<file path="src/rtl/uart_cmd_master.sv">
// Host-side initiator for the UART command protocol: serialises one command into frame bytes
// for a UART transmitter, then gathers response bytes from a UART receiver.
module uart_cmd_master #(
   parameter int unsigned DATA_WIDTH     = 8,
   parameter int unsigned ADDR_WIDTH     = 4,
   parameter int unsigned ALU_FUN_WIDTH  = 4,
   parameter int unsigned TIMEOUT_CYCLES = 4096
) (
   input  logic                      i_CLK,
   input  logic                      i_RST,
   input  logic                      i_CMD_VALID,
   output logic                      o_CMD_READY,
   input  logic [1:0]                i_CMD_TYPE,
   input  logic [ADDR_WIDTH-1:0]     i_ADDR,
   input  logic [DATA_WIDTH-1:0]     i_WR_DATA,
   input  logic [DATA_WIDTH-1:0]     i_OP_A,
   input  logic [DATA_WIDTH-1:0]     i_OP_B,
   input  logic [ALU_FUN_WIDTH-1:0]  i_ALU_FUN,
   output logic [DATA_WIDTH-1:0]     o_TX_P_DATA,
   output logic                      o_TX_D_VLD,
   input  logic                      i_TX_BUSY,
   input  logic [DATA_WIDTH-1:0]     i_RX_P_DATA,
   input  logic                      i_RX_D_VLD,
   output logic [2*DATA_WIDTH-1:0]   o_RSP_DATA,
   output logic                      o_RSP_VALID,
   output logic                      o_TIMEOUT,
   output logic                      o_BUSY
);

   localparam int unsigned TimerW = (TIMEOUT_CYCLES > 1) ? $clog2(TIMEOUT_CYCLES) : 1;
   localparam logic [TimerW-1:0] TimerLast = TimerW'(TIMEOUT_CYCLES - 1);
   localparam logic [TimerW-1:0] TimerOne  = TimerW'(1);

   localparam logic [1:0] CmdRfWr   = 2'd0;
   localparam logic [1:0] CmdRfRd   = 2'd1;
   localparam logic [1:0] CmdAluOp  = 2'd2;
   localparam logic [1:0] CmdAluNop = 2'd3;

   localparam logic [DATA_WIDTH-1:0] SyncRfWr   = DATA_WIDTH'(8'hAA);
   localparam logic [DATA_WIDTH-1:0] SyncRfRd   = DATA_WIDTH'(8'hBB);
   localparam logic [DATA_WIDTH-1:0] SyncAluOp  = DATA_WIDTH'(8'hCC);
   localparam logic [DATA_WIDTH-1:0] SyncAluNop = DATA_WIDTH'(8'hDD);

   typedef enum logic [2:0] {
      StIdle,
      StSend,
      StWaitHi,
      StWaitLo,
      StRecv,
      StResp,
      StAbort
   } state_e;

   state_e                         state_q, state_d;
   logic [3:0][DATA_WIDTH-1:0]     frame_q, frame_d;
   logic [1:0]                     last_idx_q, last_idx_d;
   logic [1:0]                     rsp_len_q, rsp_len_d;
   logic [1:0]                     idx_q;
   logic                           rsp_idx_q;
   logic [TimerW-1:0]              timer_q;
   logic [DATA_WIDTH-1:0]          tx_data_q;
   logic                           tx_vld_q;
   logic [2*DATA_WIDTH-1:0]        rsp_data_q;

   logic accept, tx_fire, rx_take, timer_exp, frame_last, rsp_last;
   logic timer_clr, timer_run, recv_entry;

   assign accept     = (state_q == StIdle) && i_CMD_VALID;
   assign tx_fire    = (state_q == StSend) && !i_TX_BUSY;
   assign rx_take    = (state_q == StRecv) && i_RX_D_VLD;
   assign timer_exp  = (timer_q == TimerLast);
   assign frame_last = (idx_q == last_idx_q);
   assign rsp_last   = (({1'b0, rsp_idx_q} + 2'd1) == rsp_len_q);
   assign recv_entry = (state_d == StRecv) && (state_q != StRecv);
   assign timer_run  = (state_q == StWaitHi) || (state_q == StRecv);
   assign timer_clr  = ((state_d == StWaitHi) && (state_q != StWaitHi)) || recv_entry || rx_take;

   // Whole frame is built at accept time so command inputs are free afterwards.
   always_comb begin
      frame_d    = '0;
      last_idx_d = 2'd0;
      rsp_len_d  = 2'd0;
      unique case (i_CMD_TYPE)
         CmdRfWr: begin
            frame_d[0] = SyncRfWr;
            frame_d[1] = DATA_WIDTH'(i_ADDR);
            frame_d[2] = i_WR_DATA;
            last_idx_d = 2'd2;
            rsp_len_d  = 2'd0;
         end
         CmdRfRd: begin
            frame_d[0] = SyncRfRd;
            frame_d[1] = DATA_WIDTH'(i_ADDR);
            last_idx_d = 2'd1;
            rsp_len_d  = 2'd1;
         end
         CmdAluOp: begin
            frame_d[0] = SyncAluOp;
            frame_d[1] = i_OP_A;
            frame_d[2] = i_OP_B;
            frame_d[3] = DATA_WIDTH'(i_ALU_FUN);
            last_idx_d = 2'd3;
            rsp_len_d  = 2'd2;
         end
         CmdAluNop: begin
            frame_d[0] = SyncAluNop;
            frame_d[1] = DATA_WIDTH'(i_ALU_FUN);
            last_idx_d = 2'd1;
            rsp_len_d  = 2'd2;
         end
         default: ;
      endcase
   end

   always_ff @(posedge i_CLK or negedge i_RST) begin
      if (!i_RST) begin
         state_q <= StIdle;
      end else begin
         state_q <= state_d;
      end
   end

   always_comb begin
      state_d = state_q;
      case (state_q)
         StIdle:   if (i_CMD_VALID) state_d = StSend;
         StSend:   if (!i_TX_BUSY) state_d = StWaitHi;
         StWaitHi: begin
            if (i_TX_BUSY) begin
               state_d = StWaitLo;
            end else if (timer_exp) begin
               state_d = StAbort;
            end
         end
         StWaitLo: begin
            if (!i_TX_BUSY) begin
               if (!frame_last) begin
                  state_d = StSend;
               end else if (rsp_len_q == 2'd0) begin
                  state_d = StIdle;
               end else begin
                  state_d = StRecv;
               end
            end
         end
         StRecv: begin
            // An RX byte wins over a same-cycle timer expiry.
            if (i_RX_D_VLD) begin
               if (rsp_last) state_d = StResp;
            end else if (timer_exp) begin
               state_d = StAbort;
            end
         end
         StResp:   state_d = StIdle;
         StAbort:  state_d = StIdle;
         default:  state_d = StIdle;
      endcase
   end

   always_comb begin
      o_CMD_READY = (state_q == StIdle);
      o_BUSY      = (state_q != StIdle);
      o_RSP_VALID = (state_q == StResp);
      o_TIMEOUT   = (state_q == StAbort);
      o_TX_D_VLD  = tx_vld_q;
      o_TX_P_DATA = tx_data_q;
      o_RSP_DATA  = rsp_data_q;
   end

   always_ff @(posedge i_CLK or negedge i_RST) begin
      if (!i_RST) begin
         frame_q    <= '0;
         last_idx_q <= 2'd0;
         rsp_len_q  <= 2'd0;
         idx_q      <= 2'd0;
         rsp_idx_q  <= 1'b0;
         timer_q    <= '0;
         tx_data_q  <= '0;
         tx_vld_q   <= 1'b0;
         rsp_data_q <= '0;
      end else begin
         tx_vld_q <= tx_fire;
         if (tx_fire) begin
            tx_data_q <= frame_q[idx_q];
         end

         if (accept) begin
            frame_q    <= frame_d;
            last_idx_q <= last_idx_d;
            rsp_len_q  <= rsp_len_d;
            idx_q      <= 2'd0;
         end else if ((state_q == StWaitLo) && !i_TX_BUSY && !frame_last) begin
            idx_q <= idx_q + 2'd1;
         end

         if (timer_clr) begin
            timer_q <= '0;
         end else if (timer_run) begin
            timer_q <= timer_q + TimerOne;
         end

         if (recv_entry) begin
            rsp_data_q <= '0;
            rsp_idx_q  <= 1'b0;
         end else if (rx_take) begin
            if (rsp_idx_q) begin
               rsp_data_q[2*DATA_WIDTH-1:DATA_WIDTH] <= i_RX_P_DATA;
            end else begin
               rsp_data_q[DATA_WIDTH-1:0] <= i_RX_P_DATA;
            end
            rsp_idx_q <= ~rsp_idx_q;
         end
      end
   end

endmodule

</file>
<file path="config.mk">
export PLATFORM = sky130hd
export DESIGN_NAME = uart_cmd_master
export DESIGN_NICKNAME = d
export VERILOG_FILES = /design/src/rtl/uart_cmd_master.sv
export SDC_FILE = /design/constraint.sdc
export NUM_CORES = 1
export LEC_CHECK = 0
export ABC_AREA = 1
export CAP_MARGIN = 20
export CORE_MARGIN = 1.5
export CORE_UTILIZATION = 30
export DETAILED_ROUTE_END_ITERATION = 7
export GPL_ROUTABILITY_DRIVEN = 0
export PLACE_DENSITY_LB_ADDON = 0.12
export SYNTH_ARGS = -nofsm -noshare
export SYNTH_HDL_FRONTEND = slang
export SYNTH_SLANG_ARGS = --single-unit
</file>
<file path="constraint.sdc">
create_clock -name i_CLK -period 1.35 [get_ports i_CLK]
set_input_delay 0.27 -clock i_CLK [delete_from_list [all_inputs] [get_ports i_CLK]]
set_output_delay 0.27 -clock i_CLK [all_outputs]
set_load 0.02 [all_outputs]
</file>
==> metrics.md, run 1 <==
| Metric | Value |
|---|---|
| Number of H-tree levels | 3 |
| Slowest cell on crit path | dfrtp_2 |
| IO Port Bufs | 75 |
| Finished Layout Cells | 730 |
| Ant diodes | 0 |
| Maximum number of pins on one net before global-route repair | 33 |
| Crit path buf inv count | 2 |
| Fmax | 0.6719 GHz |
| Setup CP Type | reg2reg |
| Seq/Total Area, Yosys | about half |
| Unrepaired setup endpoints after global routing | yes |
| DRT Wirelength | around 10 mm |
| First-pass GRT wire length | 16.28 mm |
| Number of global-route vias before repair | 3476 |
| Longest Clk Path Bufs | 2 |
| Main combinational cell family by area after synthesis | simple AND/OR/NAND/NOR gates |
| Synth cell types | 35 |
| Flops & latches, synth | 70 |
| CP max stage delay | 0.42 ns |
| Pre-Repair DR Iteration Count | 4 |
| Final ANT Viol Nets | 0 |
| Max-Cap Viols | 0 |
| Final hold vios | 0 |
| Detail Placement HPWL | a little under 7 mm |
| Post-synth ARST share | 100.0% |
| CP required | 1.60 ns |
| Period utilization | 110.2% |
| Site row count | 39 |
| Pleak | 2.631 nW |
| All-Layer GR Usage | between 10% and 20% |
| Worst setup SP type | register |
| Post-synthesis adder-cell area fraction | 0.3520% |
| Ports | 76 |
| Initial antenna violation count | 0 |
| Ratio of cells with drive above 1 in the final layout | 32.37% |
| Initial drt markers | just over 100 |
| CP Capture Type | register |
| Yosys warnings | 0 |
| Die ar. | 12510 sq um |
| Failing checks | setup timing |
| Post-route setup slack | -0.1383 ns |
| Synthesized-area fraction occupied by and/or/nand/nor cells | 27.70% |
| Number of synthesized flops with an enable pin | 0 |
| IR drop worst, VDD | between 0.001 and 0.0015 V |
| Starting Density | a little under a third |
| Worst-margin pin slew | between 0.4 and 0.5 ns |
| Final setup fails | 66 |
| Fin crit period | roughly 1.5 ns |
| Synth Flop Type | dfrtp_1 |
| Multiplexer share of the synthesized area | 0% |
| Syn nets | around 490 |
| Via count | 3399 |
| Fill cells | between 1000 and 1500 |
| Footprint of the multi-input gates | between 1500 and 2000 sq um |
| Pre-CTS WS | -0.4739 ns |
| Synth Instances | 440 |
| DIE HEIGHT | around 110 um |
| Max-slew violations | 0 |
| CP Data Arrival Time | around 1.7 ns |
| Maximum fanout along the worst path | 8 |
| Wire length per cell | 13.73 um |
| Via/cell ratio | between 4 and 5 |
| Syn Area/Cell | between 8 and 9 sq um |
| Die width | 111.9 um |
| Sink Count | 70 |
| CTS tree | yes |
| CTS root buf | clkbuf_16 |
| CTS buffer count | 9 |
| Rel. slew slack | a little under three quarters |
| Overflow left after global routing | 0 |
| Total negative slack | -4.394 ns |
| Synth Area in Compound Gates | 13.83% |
| Worst skew pair latency | roughly 0.32 ns |
| Critical-path cell list | buf_6 -> nor2_4 -> nand2_4 -> nor2_4 -> nand2_4 -> o21ai_4 -> buf_4 -> nand3_1 -> o21ai_2 |
| Final net count | 630 |
| Dpl cells | 688 |
| Fin Clk Skew | approximately 0.0065 ns |
| Core Region | roughly 11000 sq um |
| Status | finished with violations |
| Seq. cell area | between 1500 and 2000 sq um |
| Cell Area, Synth | around 3600 sq um |
| Delay-heaviest family, CP | simple AND/OR/NAND/NOR gates |
| CTS clk-pin slew, worst paths | about 0.060 ns |
| Worst min-delay path class | in2async |
| XOR/XNOR Fraction of Synth Area | less than 1% |
| Remaining DRCs | 0 |
| Power density over the cells | between 2000 and 2500 nW/um^2 |
| Area growth from synthesis to layout | 62.62% |
-- power breakdown --
| group | internal [mW] | switching (mW) |
|---|---|---|
| clock network | 1.81 | 0.892 |
| registers | 2.95 | 0.590 |
| logic | 2.40 | 3.03 |
| total | 7.16 | 4.51 |
-- synth_stat cells, types with 5 or more instances --
cell type	n	area, sq um
o21ai_1	8	40.04
nor2_2	8	50.05
nor2_1	41	153.9
a21oi_1	14	70.07
nand3_1	29	145.1
inv_1	40	150.1
nand2_2	6	37.54
nand2_1	117	439.2
a22o_1	8	70.07
o21ai_0	39	195.2
clkbuf_1	6	22.52
inv_2	7	26.28
buf_2	5	25.02
dfrtp_1	70	1752
-- repair_timing --
item                                    in CTS  in global routing
setup buffers                               13                  7
resized for setup                           97                 79
pin swaps                                    8                 12
endpoints found under the setup margin      69                 76
hold buffers                                 1                  0
endpoints found under the hold margin       11                  0
gates cloned                                 2                  3
-- layer usage --
| layer | share of wire [%] | vias to the layer above | track usage, % | routed length [um] |
|---|---|---|---|---|
| met5 | 0 | - | 0 | 0 |
| met4 | 1.6 | 0 | 4.810 | 163 |
| met3 | 4.3 | 13 | 4.028 | 431 |
| met2 | 49 | 72 | 27.40 | 4919 |
| met1 | 45 | 1602 | 20.66 | 4509 |
| li1 | - | 1712 | - | - |
-- per-stage QoR --
step / total power, mW / instance area [sq um] / utilization (%) / hold WS [ns]
4_1_cts: 11.11 / 5413 / 47.20 / 0.4223
2_1_floorplan: 6.055 / 3578 / - / -0.02559
3_3_place_gp: 8.106 / 4796 / 41.82 / 0.2264
5_1_grt: 12.47 / 5781 / 50.41 / 0.4444
3_5_place_dp: 8.173 / 4796 / 41.82 / 0.2294
6_report: 11.67 / 5781 / 50.41 / 0.4186
-- cell usage in the layout, fill, tap and decap left out, drive strengths merged, types with 8 or more instances in the layout --
| cell | count |
|---|---|
| nor2 | 50 |
| a21oi | 17 |
| o21ai | 50 |
| clkdlybuf4s50 | 45 |
| inv | 49 |
| nand3 | 33 |
| buf | 73 |
| dfrtp | 70 |
| dlygate4sd2 | 19 |
| a22o | 8 |
| nand2 | 125 |
| clkbuf | 13 |
-- state kept, by name, indices dropped and copies added, names as in the netlist --
| signal | count |
|---|---|
| frame_q | 24 |
| o_RSP_DATA | 16 |
| timer_q | 12 |
| o_TX_P_DATA | 8 |
| state_q | 3 |
| idx_q | 2 |
| last_idx_q | 2 |
| o_TX_D_VLD | 1 |
| rsp_idx_q | 1 |
| rsp_len_q | 1 |
-- cell type report --
type / count / area share, %
multi-input cells: 306 / 31.90
clock inverters: 5 / 1.840
repair inverters: 1 / 0.1948
flip-flops and latches: 70 / 30.37
clock buffers: 11 / 4.026
well taps: 143 / 3.095
repair buffers: 146 / 25.02
inverters: 48 / 3.550
-- worst paths after layout --
path                                  from        endpoint  slack (ns)  depth (start not counted)
worst max-delay path            state_q[2]  o_RSP_DATA[15]       -0.14                          9
worst min-delay path                 i_RST    rsp_len_q[0]        0.42                          2
worst max register to register  state_q[2]  o_RSP_DATA[15]       -0.14                          9
worst min register to register  frame_q[3]      frame_q[3]        0.47                          1
max in group asynchronous            i_RST     frame_q[17]        0.41                          3
min in group i_CLK              frame_q[3]      frame_q[3]        0.47                          1
-- logic make-up (layout without fill, tap and decap cells) --
| family | after synthesis | in the layout |
|---|---|---|
| DFF | 70 | 70 |
| buffers and inverters | 64 | 211 |
| adders and majority gates | 1 | 1 |
| xor gates and xnor gates | 3 | 3 |
| AOI/OAI and AO/OA | 82 | 82 |
| and+or+nand+nor | 220 | 220 |
Power figures use the tool's default switching activity.
==> inputs of run 2 (changes only) <==
- CORE_UTILIZATION: 30 -> 46
==> metrics.md, run 2 (same netlist as run 1, synthesis figures left out) <==
| Metric | Value |
|---|---|
| Status | finished with violations |
| Failing checks | setup timing |
| Worst setup SP type | register |
| IR drop worst, VDD | 0.0009371 V |
| Ports | 76 |
| CP Data Arrival Time | about 1.8 ns |
| Flop pwr share | a little under a third |
| CP max stage delay | 0.46 ns |
| Worst-margin pin slew | 0.6975 ns |
| Fin crit period | around 1.6 ns |
| Die ar. | roughly 8300 sq um |
| Pre-CTS WS | -0.4017 ns |
| Post-route setup slack | -0.2253 ns |
| Final setup fails | 70 |
| Die width | slightly above 90 um |
| Int Pwr | 6.538 mW |
| IO Port Bufs | 75 |
| Sink Count | 70 |
| Pre-Repair DR Iteration Count | 4 |
| Most frequent cells in the layout | nand2_1 (85), dfrtp_1 (67), clkdlybuf4s50_1 (45), buf_4 (43), inv_1 (34) |
| Seq. cell area | between 1500 and 2000 sq um |
| Detail Placement HPWL | slightly above 6 mm |
| CP most frequent cell | nand2_4 |
| Worst R2R Setup Slack | -0.23 ns |
| Fin Clk Skew | about 0.0071 ns |
| Fmax | 0.6348 GHz |
| Remaining DRCs | 0 |
| Unrepaired setup endpoints after global routing | yes |
| Final net count | 630 |
| DRT Wirelength | roughly 11 mm |
| Max-Cap Viols | 0 |
| Area of placed instances | between 4000 and 5000 sq um |
| Combinational cell fraction of total power | roughly 54% |
| Layout Cell Area excl Fill | slightly below 6000 sq um |
| Initial antenna violation count | 0 |
| Critical-path cell list | buf_6 -> nand2_4 -> inv_4 -> nand2_4 -> nor2_4 -> nand2_4 -> buf_4 -> nand4_1 -> nand2_1 -> nand2_1 |
| Sw Ratio | 43.28% |
| Number of global-route vias before repair | 3391 |
| CP required | around 1.6 ns |
| DIE HEIGHT | 90.91 um |
| Core Region | 7370 sq um |
| Top reg by flops | frame_q |
| Site row count | 31 |
| Area growth from synthesis to layout | 64.13% |
| Fill cells | 455 |
| CTS tree | yes |
| Max-slew violations | 0 |
| Total negative slack | -8.596 ns |
| Footprint of the multi-input gates | 2043 sq um |
| Worst reg2reg path startpoint | state_q[1] |
| CTS root buf | clkbuf_8 |
| Overflow left after global routing | 0 |
| Commonest non-fill, non-tap cell in the layout | nand2_1 |
| Number of H-tree levels | 3 |
| Ant diodes | 0 |
| Setup CP Type | reg2reg |
| Final ANT Viol Nets | 0 |
| Worst min-delay path class | in2async |
| Period utilization | 116.7% |
| Initial drt markers | between 100 and 150 |
| Slowest cell on crit path | dfrtp_2 |
| Longest Clk Path Bufs | 2 |
| Worst skew pair latency | about 0.35 ns |
| Critical path launch point | state_q[1] |
| Maximum number of pins on one net before global-route repair | 71 |
| Final hold vios | 0 |
| NetSw | about 5.0 mW |
| Max reg flops | 24 |
| Via count | roughly 3600 |
| CTS clk-pin slew, worst paths | approximately 0.080 ns |
| Starting Density | around half |
| Clock power frac | between 10% and 20% |
| Maximum fanout along the worst path | 5 |
| Power density over the cells | 1976 nW/um^2 |
| Pleak | between 2 and 3 nW |
| Via/cell ratio | approximately 5.2 |
| Wire length per cell | about 16 um |
| All-Layer GR Usage | around 25% |
| Rel. slew slack | 53.33% |
| Ratio of cells with drive above 1 in the final layout | 37.54% |
| First-pass GRT wire length | approximately 16 mm |
| CP Capture Type | register |
| CTS buffer count | 9 |
## run 2: cell count changes in the layout (fill, tap and decap cells not counted), moves of 5 or more
| cell | delta |
|---|---|
| o21ai_1 | +5 |
| clkbuf_8 | +9 |
| clkbuf_16 | -7 |
| nand2_1 | -24 |
| clkdlybuf4s15_1 | +12 |
| nand2_4 | +14 |
| nand2_2 | +10 |
| dlygate4sd2_1 | -15 |
| o21ai_0 | -10 |
| o21ai_2 | +5 |
## run 2: power by group through the flow
| stage | clock (mW) | sequential (mW) | combinational (mW) |
|---|---|---|---|
| final | 1.73 | 3.60 | 6.20 |
| after global routing | 1.81 | 3.70 | 6.62 |
| after CTS | 1.73 | 3.47 | 5.15 |
| after detailed placement | 0 | 3.50 | 4.62 |
| after global placement | 0 | 3.50 | 4.53 |
| after floorplan | 0 | 3.89 | 2.17 |
## run 2: path summary, 6_finish.rpt
check                           endpoint  cells past startpoint
max                           timer_q[9]                     10
min                        o_RSP_DATA[6]                      3
max reg2reg                   timer_q[9]                     10
min reg2reg                   frame_q[3]                      1
max in group asynchronous     state_q[1]                      3
min in group i_CLK           frame_q[12]                      3
## run 2: through the flow
step | hold WS (ns) | instances | power, mW | utilization, %
6_report | 0.4645 | 685 | 11.53 | 79.17
5_1_grt | 0.4918 | 685 | 12.14 | 79.17
4_1_cts | 0.4707 | 679 | 10.35 | 73.04
3_5_place_dp | 0.3241 | 645 | 8.124 | 64.43
3_3_place_gp | 0.3232 | 645 | 8.031 | 64.43
2_1_floorplan | -0.02559 | 440 | 6.055 | -
## run 2: layer usage
metal	GRT usage (%)	vias up	wire length, um
met5	0	-	0
met4	9.245	0	197
met3	3.704	15	442
met2	42.79	104	5700
met1	30.53	1740	4498
li1	-	1714	-
## run 2: what timing repair did
action	CTS	global route
gates resized for setup	120	132
hold endpoints to repair	70	0
pin swaps	8	27
buffers inserted	14	6
hold buffers	1	0
endpoints found under the setup margin	72	92
gates cloned	4	5
## run 2: area by class of cell
type	instances	area share [%]
Clock buffer	9	2.123
Multi-Input combinational cell	307	35.02
Tap cell	99	2.123
Timing Repair Buffer	146	25.91
Inverter	48	3.517
Sequential cell	70	30.09
Clock inverter	6	1.222
## run 2: critical path: cells and delay by family (launching register included)
family        cells  cell delay, ns
simple gates      7            0.67
flops             1            0.46
buf+inv           3            0.35
